**src/rtl/pwm_pkg.sv**
```systemverilog
`default_nettype none
// ============================================================================
//  Module      : pwm_pkg
//  Description : Shared constants for the multi-channel PWM generator.
//                Holds the control state encoding and the config address
//                map.
//  Revision    : 1.0 - initial release
// ============================================================================
package pwm_pkg;

    // Control state encoding; the values are fixed so that existing
    // register dumps from the single-channel unit decode the same way.
    localparam logic [1:0] IDLE  = 2'd0;
    localparam logic [1:0] RUN   = 2'd1;
    localparam logic [1:0] DRAIN = 2'd2;

    // Config address of the TOP (period - 1) register.
    // Channel k's duty register sits at address k+1.
    localparam int ADDR_TOP = 0;

endpackage
`default_nettype wire

```
**src/rtl/pwm_cmp_ch.sv**
```systemverilog
`default_nettype none
// ============================================================================
//  Module      : pwm_cmp_ch
//  Description : One PWM channel. Keeps a shadow and an active duty
//                register, compares the shared counter against the active
//                duty and registers the polarity-adjusted output.
//  Revision    : 1.0 - initial release
// ============================================================================
module pwm_cmp_ch
    import pwm_pkg::*;
#(
    parameter int WIDTH = 8
) (
    input  logic             clk,
    input  logic             reset,
    input  logic             load,
    input  logic             wr,
    input  logic [WIDTH-1:0] wdata,
    input  logic [WIDTH-1:0] cnt,
    input  logic             run,
    input  logic             pol,
    output logic             out
);

    logic [WIDTH-1:0] r_dutyShadow;
    logic [WIDTH-1:0] r_dutyAct;
    logic [WIDTH-1:0] w_dutyNext;
    logic             w_raw;

    // A write landing on a load point goes straight into the active copy.
    assign w_dutyNext = wr ? wdata : r_dutyShadow;

    // Duty above TOP keeps this true for the whole period (100 %),
    // duty of zero never lets it become true (0 %).
    assign w_raw = (cnt < r_dutyAct);

    // Shadow duty register, written from the config port in any state.
    always_ff @(posedge clk or posedge reset) begin
        if (reset) begin
            r_dutyShadow <= '0;
        end else if (wr) begin
            r_dutyShadow <= wdata;
        end
    end

    // Active duty register, refreshed only at a load point.
    always_ff @(posedge clk or posedge reset) begin
        if (reset) begin
            r_dutyAct <= '0;
        end else if (load) begin
            r_dutyAct <= w_dutyNext;
        end
    end

    // Registered output: compare result while running, inactive level otherwise.
    always_ff @(posedge clk or posedge reset) begin
        if (reset) begin
            out <= 1'b0;
        end else begin
            out <= run ? (w_raw ^ pol) : pol;
        end
    end

endmodule
`default_nettype wire

```
**src/rtl/pwm_multi_ch.sv**
```systemverilog
`default_nettype none
// ============================================================================
//  Module      : pwm_multi_ch
//  Description : Multi-channel PWM generator. One shared period counter and
//                control FSM (IDLE/RUN/DRAIN) drive N_CH compare channels.
//                TOP and duty values are double-buffered and take effect at
//                start or on a counter wrap.
//  Revision    : 1.0 - initial release
// ============================================================================
module pwm_multi_ch
    import pwm_pkg::*;
#(
    parameter int WIDTH  = 8,
    parameter int N_CH   = 4,
    parameter int ADDR_W = $clog2(N_CH + 1)
) (
    input  logic              clk,
    input  logic              reset,
    input  logic              start,
    input  logic              stop,
    input  logic              stop_at_end,
    input  logic              cfg_we,
    input  logic [ADDR_W-1:0] cfg_addr,
    input  logic [WIDTH-1:0]  cfg_wdata,
    input  logic [N_CH-1:0]   pol,
    output logic [N_CH-1:0]   pwm_out,
    output logic              period_done,
    output logic              busy
);

    logic [1:0]       r_state;
    logic [1:0]       w_stateNext;
    logic [WIDTH-1:0] r_cnt;
    logic [WIDTH-1:0] w_cntNext;
    logic [WIDTH-1:0] r_topShadow;
    logic [WIDTH-1:0] r_topAct;
    logic [WIDTH-1:0] w_topNext;
    logic             r_busy;
    logic             w_wrTop;
    logic             w_load;
    logic             w_wrap;
    logic             w_active;

    assign w_wrTop   = cfg_we && (cfg_addr == ADDR_W'(ADDR_TOP));
    assign w_topNext = w_wrTop ? cfg_wdata : r_topShadow;
    assign w_active  = (r_state == RUN) || (r_state == DRAIN);
    assign w_wrap    = (r_cnt == r_topAct);

    // The pulse marks the last cycle of a period, so it is decoded from
    // the current count rather than registered.
    assign period_done = w_active && w_wrap;
    assign busy        = r_busy;

    // Next state, next count and load point; stop beats stop_at_end beats start.
    always_comb begin
        w_stateNext = r_state;
        w_cntNext   = r_cnt;
        w_load      = 1'b0;
        case (r_state)
            IDLE: begin
                w_cntNext = '0;
                if (start && !stop) begin
                    w_load      = 1'b1;
                    w_stateNext = RUN;
                end
            end
            RUN: begin
                if (stop) begin
                    w_stateNext = IDLE;
                    w_cntNext   = '0;
                end else if (w_wrap) begin
                    w_cntNext = '0;
                    // A drain request on the final cycle has nothing left
                    // to finish, so leave without reloading.
                    if (stop_at_end) begin
                        w_stateNext = IDLE;
                    end else begin
                        w_load = 1'b1;
                    end
                end else begin
                    w_cntNext = r_cnt + WIDTH'(1);
                    if (stop_at_end) begin
                        w_stateNext = DRAIN;
                    end
                end
            end
            DRAIN: begin
                if (stop || w_wrap) begin
                    w_stateNext = IDLE;
                    w_cntNext   = '0;
                end else begin
                    w_cntNext = r_cnt + WIDTH'(1);
                end
            end
            default: begin
                w_stateNext = IDLE;
                w_cntNext   = '0;
            end
        endcase
    end

    // State, counter and busy flag.
    always_ff @(posedge clk or posedge reset) begin
        if (reset) begin
            r_state <= IDLE;
            r_cnt   <= '0;
            r_busy  <= 1'b0;
        end else begin
            r_state <= w_stateNext;
            r_cnt   <= w_cntNext;
            r_busy  <= (w_stateNext != IDLE);
        end
    end

    // TOP shadow and active registers.
    always_ff @(posedge clk or posedge reset) begin
        if (reset) begin
            r_topShadow <= '0;
            r_topAct    <= '0;
        end else begin
            if (w_wrTop) begin
                r_topShadow <= cfg_wdata;
            end
            if (w_load) begin
                r_topAct <= w_topNext;
            end
        end
    end

    generate
        for (genvar i = 0; i < N_CH; i++) begin : g_ch
            localparam logic [ADDR_W-1:0] c_addr = ADDR_W'(i + 1);
            logic w_chWr;

            assign w_chWr = cfg_we && (cfg_addr == c_addr);

            pwm_cmp_ch #(
                .WIDTH (WIDTH)
            ) u_ch (
                .clk   (clk),
                .reset (reset),
                .load  (w_load),
                .wr    (w_chWr),
                .wdata (cfg_wdata),
                .cnt   (r_cnt),
                .run   (w_active),
                .pol   (pol[i]),
                .out   (pwm_out[i])
            );
        end
    endgenerate

endmodule
`default_nettype wire
```
**config.mk**
```make
export PLATFORM = sky130hd
export DESIGN_NAME = pwm_multi_ch
export DESIGN_NICKNAME = d
export VERILOG_FILES = /design/src/rtl/pwm_pkg.sv /design/src/rtl/pwm_cmp_ch.sv /design/src/rtl/pwm_multi_ch.sv
export SDC_FILE = /design/constraint.sdc
export NUM_CORES = 1
export LEC_CHECK = 0
export CAP_MARGIN = 20
export CORE_ASPECT_RATIO = 0.7
export CORE_MARGIN = 8
export CORE_UTILIZATION = 45
export DETAILED_ROUTE_END_ITERATION = 12
export MAX_ROUTING_LAYER = met4
export SLEW_MARGIN = 20
export SYNTH_ARGS = -nofsm -noshare
export SYNTH_HDL_FRONTEND = slang
export SYNTH_SLANG_ARGS = --single-unit
```
**constraint.sdc**
```tcl
create_clock -name clk -period 3.8 [get_ports clk]
set_input_delay 0.76 -clock clk [delete_from_list [all_inputs] [get_ports clk]]
set_output_delay 0.76 -clock clk [all_outputs]
set_load 0.03 [all_outputs]
```
==> metrics.md, run 1 <==
| Metric | Value |
|---|---|
| R2r worst-path depth | 6 |
| Detailed Route Iter0 Violations | 140 |
| Tmin final | 3181 ps |
| DRC viols | 0 |
| Number of flops mapped to enable cells by yosys | 0 |
| Number of CTS-inserted buffers | 9 |
| Worst path required time | 3040 ps |
| # port buffers | 26 |
| Share of layout cells above drive strength 1 | 27.61% |
| DR vias/cell | 5.330 |
| DIE AREA | 14,470 um^2 |
| Worst r2r dst | g_ch[1].u_ch.r_dutyAct[0] |
| DR pass1 iterations | 4 |
| CTS Hold Bufs | 0 |
| HPWL after detailed placement | 7008 um |
| Final Skew | 4.782 ps |
| DR vias | 2,846 |
| Die Span Y | 103.1 um |
| Clock slew at reported path FFs | 60 ps |
| Final setup vio count | 0 |
| Num rows | 31 |
| Post-synth ARST share | 100.0% |
| # Post-CTS Setup Buffers | 0 |
| YS warnings | 0 |
| Register area share after synthesis | 48.79% |
| Tot GR Track Use | 15.17% |
| CTS tree | done |
| Slew @ Worst Pin | 927.3 ps |
| Routability cong. | 0.8161 |
| Count of final hold-check violations | 0 |
| Cts repair resizes | 0 |
| Wirelength per Cell | 18.58 um |
| Tcrit/Tclk final | 83.70% |
| Startpoint types | flip-flop |
| Library cells used by synthesis | 41 |
| Global-route wire length before repair | 16,110 um |
| Average cell area after synthesis | 13.28 um^2 |
| Relative slew slack | 37.53% |
| Max Fclk | 314.4 MHz |
| PwrDens | 674.6 nW/um^2 |
| Max-slew violations | 0 |
| Hold Path Class | flip-flop to flip-flop |
| Die W | 140.4 um |
| Deepest clock path buffer count | 2 |
| Slowest-stage cell, CP | clkdlybuf4s50_1 |
| Critical path class | flip-flop to primary output |
| Yosys reg bits | 95 |
| Largest net degree at the start of global routing | 55 |
| CTS Sinks | 95 |
| Antenna diode count | 0 |
| Core box area | 10,430 um^2 |
| Reg2reg start | r_state[1] |
| I/O Pins | 27 |
| Cells after Synth | 367 |
| Initial Util | 46.70% |
| Worst R2R Setup Slack | 1610 ps |
| Mapped Nets | 421 |
| Arrival time at the worst endpoint | 2420 ps |
| Max stage delay on crit path | 670 ps |
| Clock tree root driver cell | clkbuf_16 |
| ANT nets after route | 0 |
| Clock Latency Late Sink | 340 ps |
| Crit-path max FO | 9 |
| Drt total wl | 9924 um |
| Commonest non-fill, non-tap cell in the layout | dfrtp_1 |
| Max-Cap Viols | 0 |
| CP Capture Type | primary output |
| Dpl ws | 869.2 ps |
| Final WS setup | 619.4 ps |
| Worst path cell trace | xor2_1 > nor4_2 > and3_2 > clkdlybuf4s50_1 |
| Hold Path Cell Cnt | 1 |
| Most used flip-flop cell after synthesis | dfrtp_1 |
| Area growth syn-to-layout | 14.38% |
| Most frequent cells in the layout | dfrtp_1 (95), mux2_2 (40), mux2_4 (40) |
| FILL cells | 904 |
| Maximum level of the CTS H-tree | 3 |
| Status | completed |
| Vias in the first global route | 2,932 |
| Leakage power | 2.678 nW |
| WHS Endpoint | g_ch[2].u_ch.r_dutyShadow[0] |
| Worst VDD drop | 0.2655 mV |
| Initial antenna violation count | 0 |
| Layout net count | 453 |
| Synthesized area | 4872 um^2 |
| Unrepaired setup endpoints after global routing | false |
| Final setup TNS | 0 ps |
| Gr ovfl total | 0 |
| Worst hold start | g_ch[2].u_ch.r_dutyShadow[0] |
## per-stage QoR
step,power (mW),util [%],instance area [um^2],instances,hold WS (ps)
6_report,3.759,53.41,5573,534,495.4
2_1_floorplan,2.613,-,4872,367,470.8
3_3_place_gp,2.910,50.87,5308,520,479.2
3_5_place_dp,2.950,50.87,5308,520,484.6
4_1_cts,3.792,53.41,5573,534,499.3
5_1_grt,4.004,53.41,5573,534,506.0
## cell usage after synthesis (2+ instances only)
master | instances | area [um^2]
a211oi_1 | 8 | 60.06
a21o_1 | 5 | 37.54
a21oi_1 | 7 | 35.03
and3_1 | 2 | 12.51
buf_2 | 4 | 20.02
buf_4 | 4 | 30.03
buf_6 | 4 | 45.04
dfrtp_1 | 95 | 2377
ha_1 | 33 | 412.9
inv_1 | 32 | 120.1
mux2_2 | 40 | 450.4
mux2_4 | 40 | 600.6
nand2_1 | 6 | 22.52
nand2b_1 | 9 | 56.30
nand3_1 | 5 | 25.02
nor2_1 | 6 | 22.52
nor3_1 | 4 | 20.02
nor4_1 | 7 | 43.79
nor4_2 | 2 | 25.02
nor4bb_1 | 2 | 20.02
o2111ai_1 | 4 | 35.03
o211ai_1 | 8 | 60.06
o21a_1 | 8 | 60.06
o21ai_0 | 2 | 10.01
o31ai_1 | 2 | 15.01
xor2_1 | 13 | 113.9
## sequential cells by signal, summed over array words and instances, names as in the netlist
| name | flops |
|---|---|
| g_ch.u_ch.r_dutyAct | 32 |
| busy | 1 |
| r_cnt | 8 |
| g_ch.u_ch.r_dutyShadow | 32 |
| r_topAct | 8 |
| r_state | 2 |
| r_topShadow | 8 |
| g_ch.u_ch.out | 4 |
## routing by layer
metal  wire, um  share of wire [%]  global-route usage [%]  vias to the layer above
met5          0                  0                       -                        -
met2       3997                 40                   20.73                       51
met3        502                5.1                   3.932                        7
li1           -                  -                       -                     1369
met4         89               0.90                   4.236                        0
met1       5334                 54                   21.56                     1419
## logic make-up (layout without fill, tap and decap cells)
family | Yosys count | count (layout) | synth area share, %
DFF | 95 | 95 | 48.79
muxes | 80 | 80 | 21.57
and+or+nand+nor | 52 | 52 | 7.011
AOI/OAI and AO/OA | 48 | 48 | 7.139
buffers and inverters | 45 | 80 | 4.494
adders and majority gates | 33 | 33 | 8.475
xor gates and xnor gates | 14 | 14 | 2.517
## worst max-delay path: cells and delay by family, from the launching register on
family | cells | cell delay, ps
XOR/XNOR | 1 | 190
buffers and inverters | 1 | 670
AND/OR/NAND/NOR | 2 | 630
flip-flops | 1 | 600
## power by group
| part | switching [mW] | leakage [nW] | internal, mW |
|---|---|---|---|
| Sequential | 0.207 | 1.16 | 1.36 |
| Clock | 0.360 | 0.132 | 0.472 |
| Combinational | 0.624 | 1.38 | 0.737 |
| Total | 1.19 | 2.68 | 2.57 |
## cell type report
class                           count  area (um^2)  share of cell area, %
Timing Repair Buffer               34        345.3                  6.197
Inverter                           32        122.6                  2.200
Tap cell                          132        165.2                  2.964
Multi-Input combinational cell    227         2297                  41.22
Clock inverter                      1        5.005                0.08981
Sequential cell                    95         2377                  42.66
Clock buffer                       13        260.3                  4.670
## worst max-delay path by stage
stage / from / end
2_1_floorplan: reset / busy
3_3_place_gp: stop / g_ch[0].u_ch.r_dutyAct[3]
3_5_place_dp: stop / g_ch[1].u_ch.r_dutyAct[0]
4_1_cts: r_cnt[3] / period_done
5_1_grt: r_cnt[6] / period_done
6_report: r_cnt[2] / period_done
(Power assumes the default switching activity.)
==> run 2: changes to the inputs <==
Settings changed: PLACE_DENSITY set to 0.65.
Clock period 3.8 ns to 2.9 ns, I/O delays scaled along.
==> metrics.md, run 2 (synthesis results as in run 1) <==
| Metric | Value |
|---|---|
| Slew @ Worst Pin | 1116 ps |
| HPWL after detailed placement | 7264 um |
| CP startpoint | r_cnt[7] |
| CTS tree | done |
| Reg power frac | 40.2% |
| Antenna diode count | 0 |
| Max-Cap Viols | 0 |
| I/O Pins | 27 |
| Die W | 140.4 um |
| DR vias/cell | 5.417 |
| R2r worst-path depth | 7 |
| ANT nets after route | 0 |
| Top Registers | g_ch.u_ch.r_dutyAct: 32 flops, g_ch.u_ch.r_dutyShadow: 32 flops |
| NetSw | 1.610 mW |
| Area growth syn-to-layout | 16.31% |
| Hold Path Cell Cnt | 1 |
| Slowest-stage cell, CP | dfrtp_1 |
| DRC viols | 0 |
| Largest net degree at the start of global routing | 96 |
| Clock Latency Late Sink | 340 ps |
| Core box area | 10,430 um^2 |
| Die Span Y | 103.1 um |
| Count of final hold-check violations | 0 |
| Layout net count | 461 |
| Worst R2R Setup Slack | 830 ps |
| Tot GR Track Use | 15.94% |
| Vias in the first global route | 3,110 |
| Share of layout cells above drive strength 1 | 29.27% |
| Comb pwr share | 36.8% |
| DR pass1 iterations | 4 |
| Worst path cell trace | xor2_1 > nor4_2 > buf_4 > and3_2 > dlymetal6s2s_1 |
| Number of CTS-inserted buffers | 9 |
| Tmin final | 2480 ps |
| WHS Endpoint | g_ch[2].u_ch.r_dutyShadow[7] |
| Most frequent cells in the layout | dfrtp_1 (95), mux2_2 (40), mux2_4 (40) |
| Arrival time at the worst endpoint | 1900 ps |
| Crit-path max FO | 6 |
| # port buffers | 26 |
| Worst VDD drop | 0.4295 mV |
| DIE AREA | 14,470 um^2 |
| Detailed Route Iter0 Violations | 177 |
| DR vias | 2,936 |
| Deepest clock path buffer count | 2 |
| Tcrit/Tclk final | 85.50% |
| CP Capture Type | primary output |
| Final Skew | 3.011 ps |
| CTS Sinks | 95 |
| # Post-CTS Setup Buffers | 0 |
| Initial antenna violation count | 0 |
| Max Fclk | 403.3 MHz |
| Reg2reg start | r_state[1] |
| Max stage delay on crit path | 460 ps |
| Worst r2r dst | g_ch[1].u_ch.r_dutyAct[4] |
| Num rows | 31 |
| Clock power frac | 23.0% |
| Routability cong. | 0.8579 |
| Final setup vio count | 0 |
| Critical path class | flip-flop to primary output |
| Leakage power | 2.746 nW |
| Post-route design area | 5667 um^2 |
| Hold Path Class | flip-flop to flip-flop |
| Worst path required time | 2320 ps |
| Global-route wire length before repair | 17,240 um |
| Initial Util | 46.70% |
| Placed Instance Area | 5369 um^2 |
| Status | completed |
| Max-slew violations | 0 |
| Clock slew at reported path FFs | 60 ps |
| Switching part of the total | 31.79% |
| Gr ovfl total | 0 |
| Commonest non-fill, non-tap cell in the layout | dfrtp_1 |
| Maximum level of the CTS H-tree | 3 |
| Worst hold start | g_ch[2].u_ch.r_dutyShadow[7] |
| Internal | 3.453 mW |
| Final setup TNS | 0 ps |
| Clock tree root driver cell | clkbuf_16 |
| Unrepaired setup endpoints after global routing | false |
| Relative slew slack | 24.82% |
| Finished Core Util | 54.31% |
| Drt total wl | 10,390 um |
| Wirelength per Cell | 19.16 um |
| PwrDens | 893.4 nW/um^2 |
| Startpoint types | flip-flop |
[run 2: timing repair]
action	in CTS	in global routing
endpoints found under the hold margin	0	0
endpoints found under the setup margin	0	1
hold buffers	0	0
gates resized for setup	0	2
[run 2: power by group through the flow]
stage          logic [mW]  clock network (mW)  registers [mW]
3_3_place_gp         1.80                   0            2.04
4_1_cts              1.86                1.20            2.04
5_1_grt              2.04                1.25            2.09
3_5_place_dp         1.84                   0            2.06
2_1_floorplan        1.45                   0            1.97
6_report             1.86                1.16            2.04
[run 2: worst max path at each step]
stage | endpoint | slack [ps] | cells after the start
2_1_floorplan | period_done | 1050 | 3
6_report | period_done | 420 | 5
3_3_place_gp | period_done | 420 | 5
3_5_place_dp | g_ch[1].u_ch.r_dutyAct[4] | 390 | 5
5_1_grt | period_done | 320 | 5
4_1_cts | period_done | 20 | 4
[run 2: area by class of cell]
cell class | instances | area (um^2)
sequential | 95 | 2377
clock buffer | 11 | 242.7
timing repair buffer | 42 | 407.9
multi-input combinational | 227 | 2306
clock inverter | 3 | 43.79
inverter | 32 | 123.9
tap | 132 | 165.2
fill | 842 | 4767
[run 2: metal layers]
layer / wire length [um] / share of wire (%) / vias to the layer above / global-route usage (%)
met5: 0 / 0 / - / -
met1: 5603 / 54 / 1490 / 22.55
met4: 79 / 0.76 / 0 / 3.488
met3: 338 / 3.3 / 10 / 4.070
li1: - / - / 1391 / -
met2: 4364 / 42 / 45 / 22.40
[run 2: critical path: cells and delay by family (launching register included)]
family | cells | cell delay [ps]
DFF | 1 | 460
and+or+nand+nor | 2 | 460
buffers and inverters | 2 | 460
xor gates and xnor gates | 1 | 180
[run 2: metrics by stage]
stage,setup slack (ps),total power [mW],hold WS (ps),std cells
finish,420.4,5.063,496.2,542
global route,320.1,5.372,510.7,542
CTS,19.59,5.093,498.3,542
detailed placement,387.1,3.901,484.2,528
global placement,424.4,3.837,477.3,528
floorplan,1051,3.424,470.8,367
==> run 3: changes to the inputs <==
Settings changed: SYNTH_HIERARCHICAL set to 1.
==> metrics.md, run 3 <==
| Metric | Value |
|---|---|
| DIE AREA | 14,680 um^2 |
| ANT nets after route | 0 |
| Post-route design area | 5839 um^2 |
| Die W | 141.4 um |
| CTS Hold Bufs | 0 |
| Unrepaired setup endpoints after global routing | false |
| Yosys reg bits | 95 |
| Average cell area after synthesis | 11.77 um^2 |
| Library cells used by synthesis | 46 |
| HPWL after detailed placement | 8117 um |
| CTS Sinks | 95 |
| Register area share after synthesis | 47.97% |
| Hold Path Cell Cnt | 1 |
| Switching part of the total | 33.03% |
| Cells after Synth | 421 |
| Arrival time at the worst endpoint | 2090 ps |
| Area growth syn-to-layout | 17.82% |
| Status | completed |
| Worst path required time | 2320 ps |
| Slowest-stage cell, CP | dfrtp_1 |
| Num rows | 32 |
| Clock power frac | 24.1% |
| Post-synth top area share | 47.97% |
| # Post-CTS Setup Buffers | 0 |
| Worst path cell trace | xor2_1 > nor4_1 > buf_4 > and3_1 > buf_4 |
| Relative slew slack | 52.43% |
| FILL cells | 927 |
| Grt met2 use | 25.26% |
| Layout net count | 523 |
| Top Registers | g_ch.u_ch/r_dutyAct: 32 flops, g_ch.u_ch/r_dutyShadow: 32 flops |
| Slew @ Worst Pin | 712.8 ps |
| Placed Instance Area | 5548 um^2 |
| Post-synth ARST share | 100.0% |
| Initial antenna violation count | 0 |
| Clock slew at reported path FFs | 60 ps |
| Worst path most repeated cell | buf_4 |
| Worst hold start | g_ch[1].u_ch/r_dutyShadow[3] |
| Count of final hold-check violations | 0 |
| Internal | 3.251 mW |
| Most common cell in the netlist | dfrtp_1 |
| Worst r2r dst | g_ch[3].u_ch/r_dutyAct[5] |
| Initial Util | 45.51% |
| Routability cong. | 0.8347 |
| Most area-consuming cells after synthesis | dfrtp_1 (48%), ha_1 (8.3%), mux2_1 (4.5%) |
| DR vias | 3,359 |
| Top delay family on crit path | simple AND/OR/NAND/NOR gates |
| Gr ovfl total | 0 |
| DRC viols | 0 |
| Met3 Resource Use GR | 4.356% |
| Most frequent cells in the layout | dfrtp_1 (95), nand2_1 (38), inv_1 (37) |
| R2r worst-path depth | 8 |
| Max Fclk | 375.0 MHz |
| Most frequent cells after synthesis | dfrtp_1 (95), nand2_1 (38), inv_1 (37) |
| Max-slew violations | 0 |
| Mapped Nets | 475 |
| Worst R2R Setup Slack | 510 ps |
| Synth area leader | dfrtp_1 |
| Synthesized area | 4956 um^2 |
| Reg power frac | 39.1% |
| Crit-path max FO | 11 |
| DR pass1 iterations | 5 |
| WHS Endpoint | g_ch[1].u_ch/r_dutyShadow[3] |
| Final hold slack | 484.9 ps |
| Reg2reg start | r_topAct[3] |
| Tot GR Track Use | 17.02% |
| Grt peak-use layer | met2 |
| Core box area | 10,890 um^2 |
| Global-route wire length before repair | 18,790 um |
| Largest net degree at the start of global routing | 28 |
| Met1 Track Usage GR | 22.49% |
| DR vias/cell | 5.357 |
| Detailed Route Iter0 Violations | 224 |
| Deepest clock path buffer count | 2 |
| Maximum level of the CTS H-tree | 3 |
| Final setup vio count | 0 |
| Startpoint types | flip-flop |
| NetSw | 1.604 mW |
| Cts repair resizes | 0 |
| Drt total wl | 11,420 um |
| Tcrit/Tclk final | 91.95% |
| # port buffers | 26 |
| Max stage delay on crit path | 530 ps |
| Hold Path Class | flip-flop to flip-flop |
| Most used flip-flop cell after synthesis | dfrtp_1 |
| Vias in the first global route | 3,563 |
| Antenna diode count | 0 |
| Final setup TNS | 0 ps |
| Clock tree root driver cell | clkbuf_16 |
| Critical path class | flip-flop to primary output |
| Die Span Y | 103.8 um |
| CP Capture Type | primary output |
| Worst path buffer plus inverter count | 2 |
| Number of flops mapped to enable cells by yosys | 0 |
| Wirelength per Cell | 18.21 um |
| I/O Pins | 27 |
| Tmin final | 2667 ps |
| Share of layout cells above drive strength 1 | 19.41% |
| YS warnings | 6 |
| Comb pwr share | 36.8% |
| CTS tree | done |
| Final Skew | 6.078 ps |
| PwrDens | 831.4 nW/um^2 |
| Clock Latency Late Sink | 340 ps |
| Number of CTS-inserted buffers | 9 |
| Commonest non-fill, non-tap cell in the layout | dfrtp_1 |
| Leakage power | 2.588 nW |
| Max-Cap Viols | 0 |
| Worst VDD drop | 0.3361 mV |
run 3: area by class of cell:
| cell class | instances | area, um^2 | area share [%] |
|---|---|---|---|
| multi-input cells | 276 | 2390 | 40.93 |
| well taps | 153 | 191.4 | 3.278 |
| repair buffers | 50 | 450.4 | 7.714 |
| inverters | 37 | 138.9 | 2.378 |
| clock inverters | 4 | 45.04 | 0.7714 |
| flip-flops and latches | 95 | 2377 | 40.71 |
| clock buffers | 12 | 246.5 | 4.221 |
run 3: power by group through the flow:
stage | Clock [mW] | Sequential [mW] | Combinational (mW)
floorplan | 0 | 1.96 | 1.26
global placement | 0 | 1.91 | 1.72
detailed placement | 0 | 1.92 | 1.79
CTS | 1.20 | 1.90 | 1.80
global route | 1.25 | 1.95 | 1.97
finish | 1.17 | 1.90 | 1.78
run 3: per-layer routing:
layer | routed length [um] | share of wire (%)
met5 | 0 | 0
met1 | 5568 | 49
met2 | 5105 | 45
met4 | 181 | 1.6
met3 | 564 | 4.9
run 3: metrics by stage:
| step | instances | power (mW) | setup WS (ps) | utilization, % |
|---|---|---|---|---|
| after global placement | 611 | 3.632 | 351.2 | 50.94 |
| after floorplan | 421 | 3.222 | 103.5 | - |
| final | 627 | 4.855 | 233.4 | 53.62 |
| after CTS | 627 | 4.893 | 237.5 | 53.62 |
| after detailed placement | 611 | 3.712 | 307.2 | 50.94 |
| after global routing | 627 | 5.167 | 89.62 | 53.62 |
run 3: worst max-delay path by stage:
| stage | from | end | slack (ps) | depth (start not counted) |
|---|---|---|---|---|
| finish | r_cnt[7] | period_done | 230 | 5 |
| global route | r_cnt[7] | period_done | 90 | 5 |
| floorplan | r_cnt[3] | g_ch[0].u_ch/r_dutyAct[1] | 100 | 7 |
| CTS | r_cnt[7] | period_done | 240 | 5 |
| global placement | cfg_addr[2] | r_topAct[7] | 350 | 6 |
| detailed placement | cfg_addr[2] | r_topAct[3] | 310 | 6 |
run 3: cells by family (layout without fill, tap and decap cells):
group / after synthesis / in the layout / share of synthesized area (%)
buffers and inverters: 50 / 103 / 4.039
multiplexers: 44 / 44 / 10.30
AND/OR/NAND/NOR: 104 / 104 / 11.94
AO/OA/AOI/OAI: 77 / 77 / 14.24
adder cells (fa/ha/maj): 33 / 33 / 8.331
XOR/XNOR: 18 / 18 / 3.181
flip-flops: 95 / 95 / 47.97
run 3: worst register-to-register path, cell delays in order (launching register included):
cell and delay, ps:
dfrtp_1 420, xor2_1 170, nor4_1 360, buf_4 250, nand4_1 170, a21oi_4 460, buf_4 320, nand2_1 80
o21ai_1 80
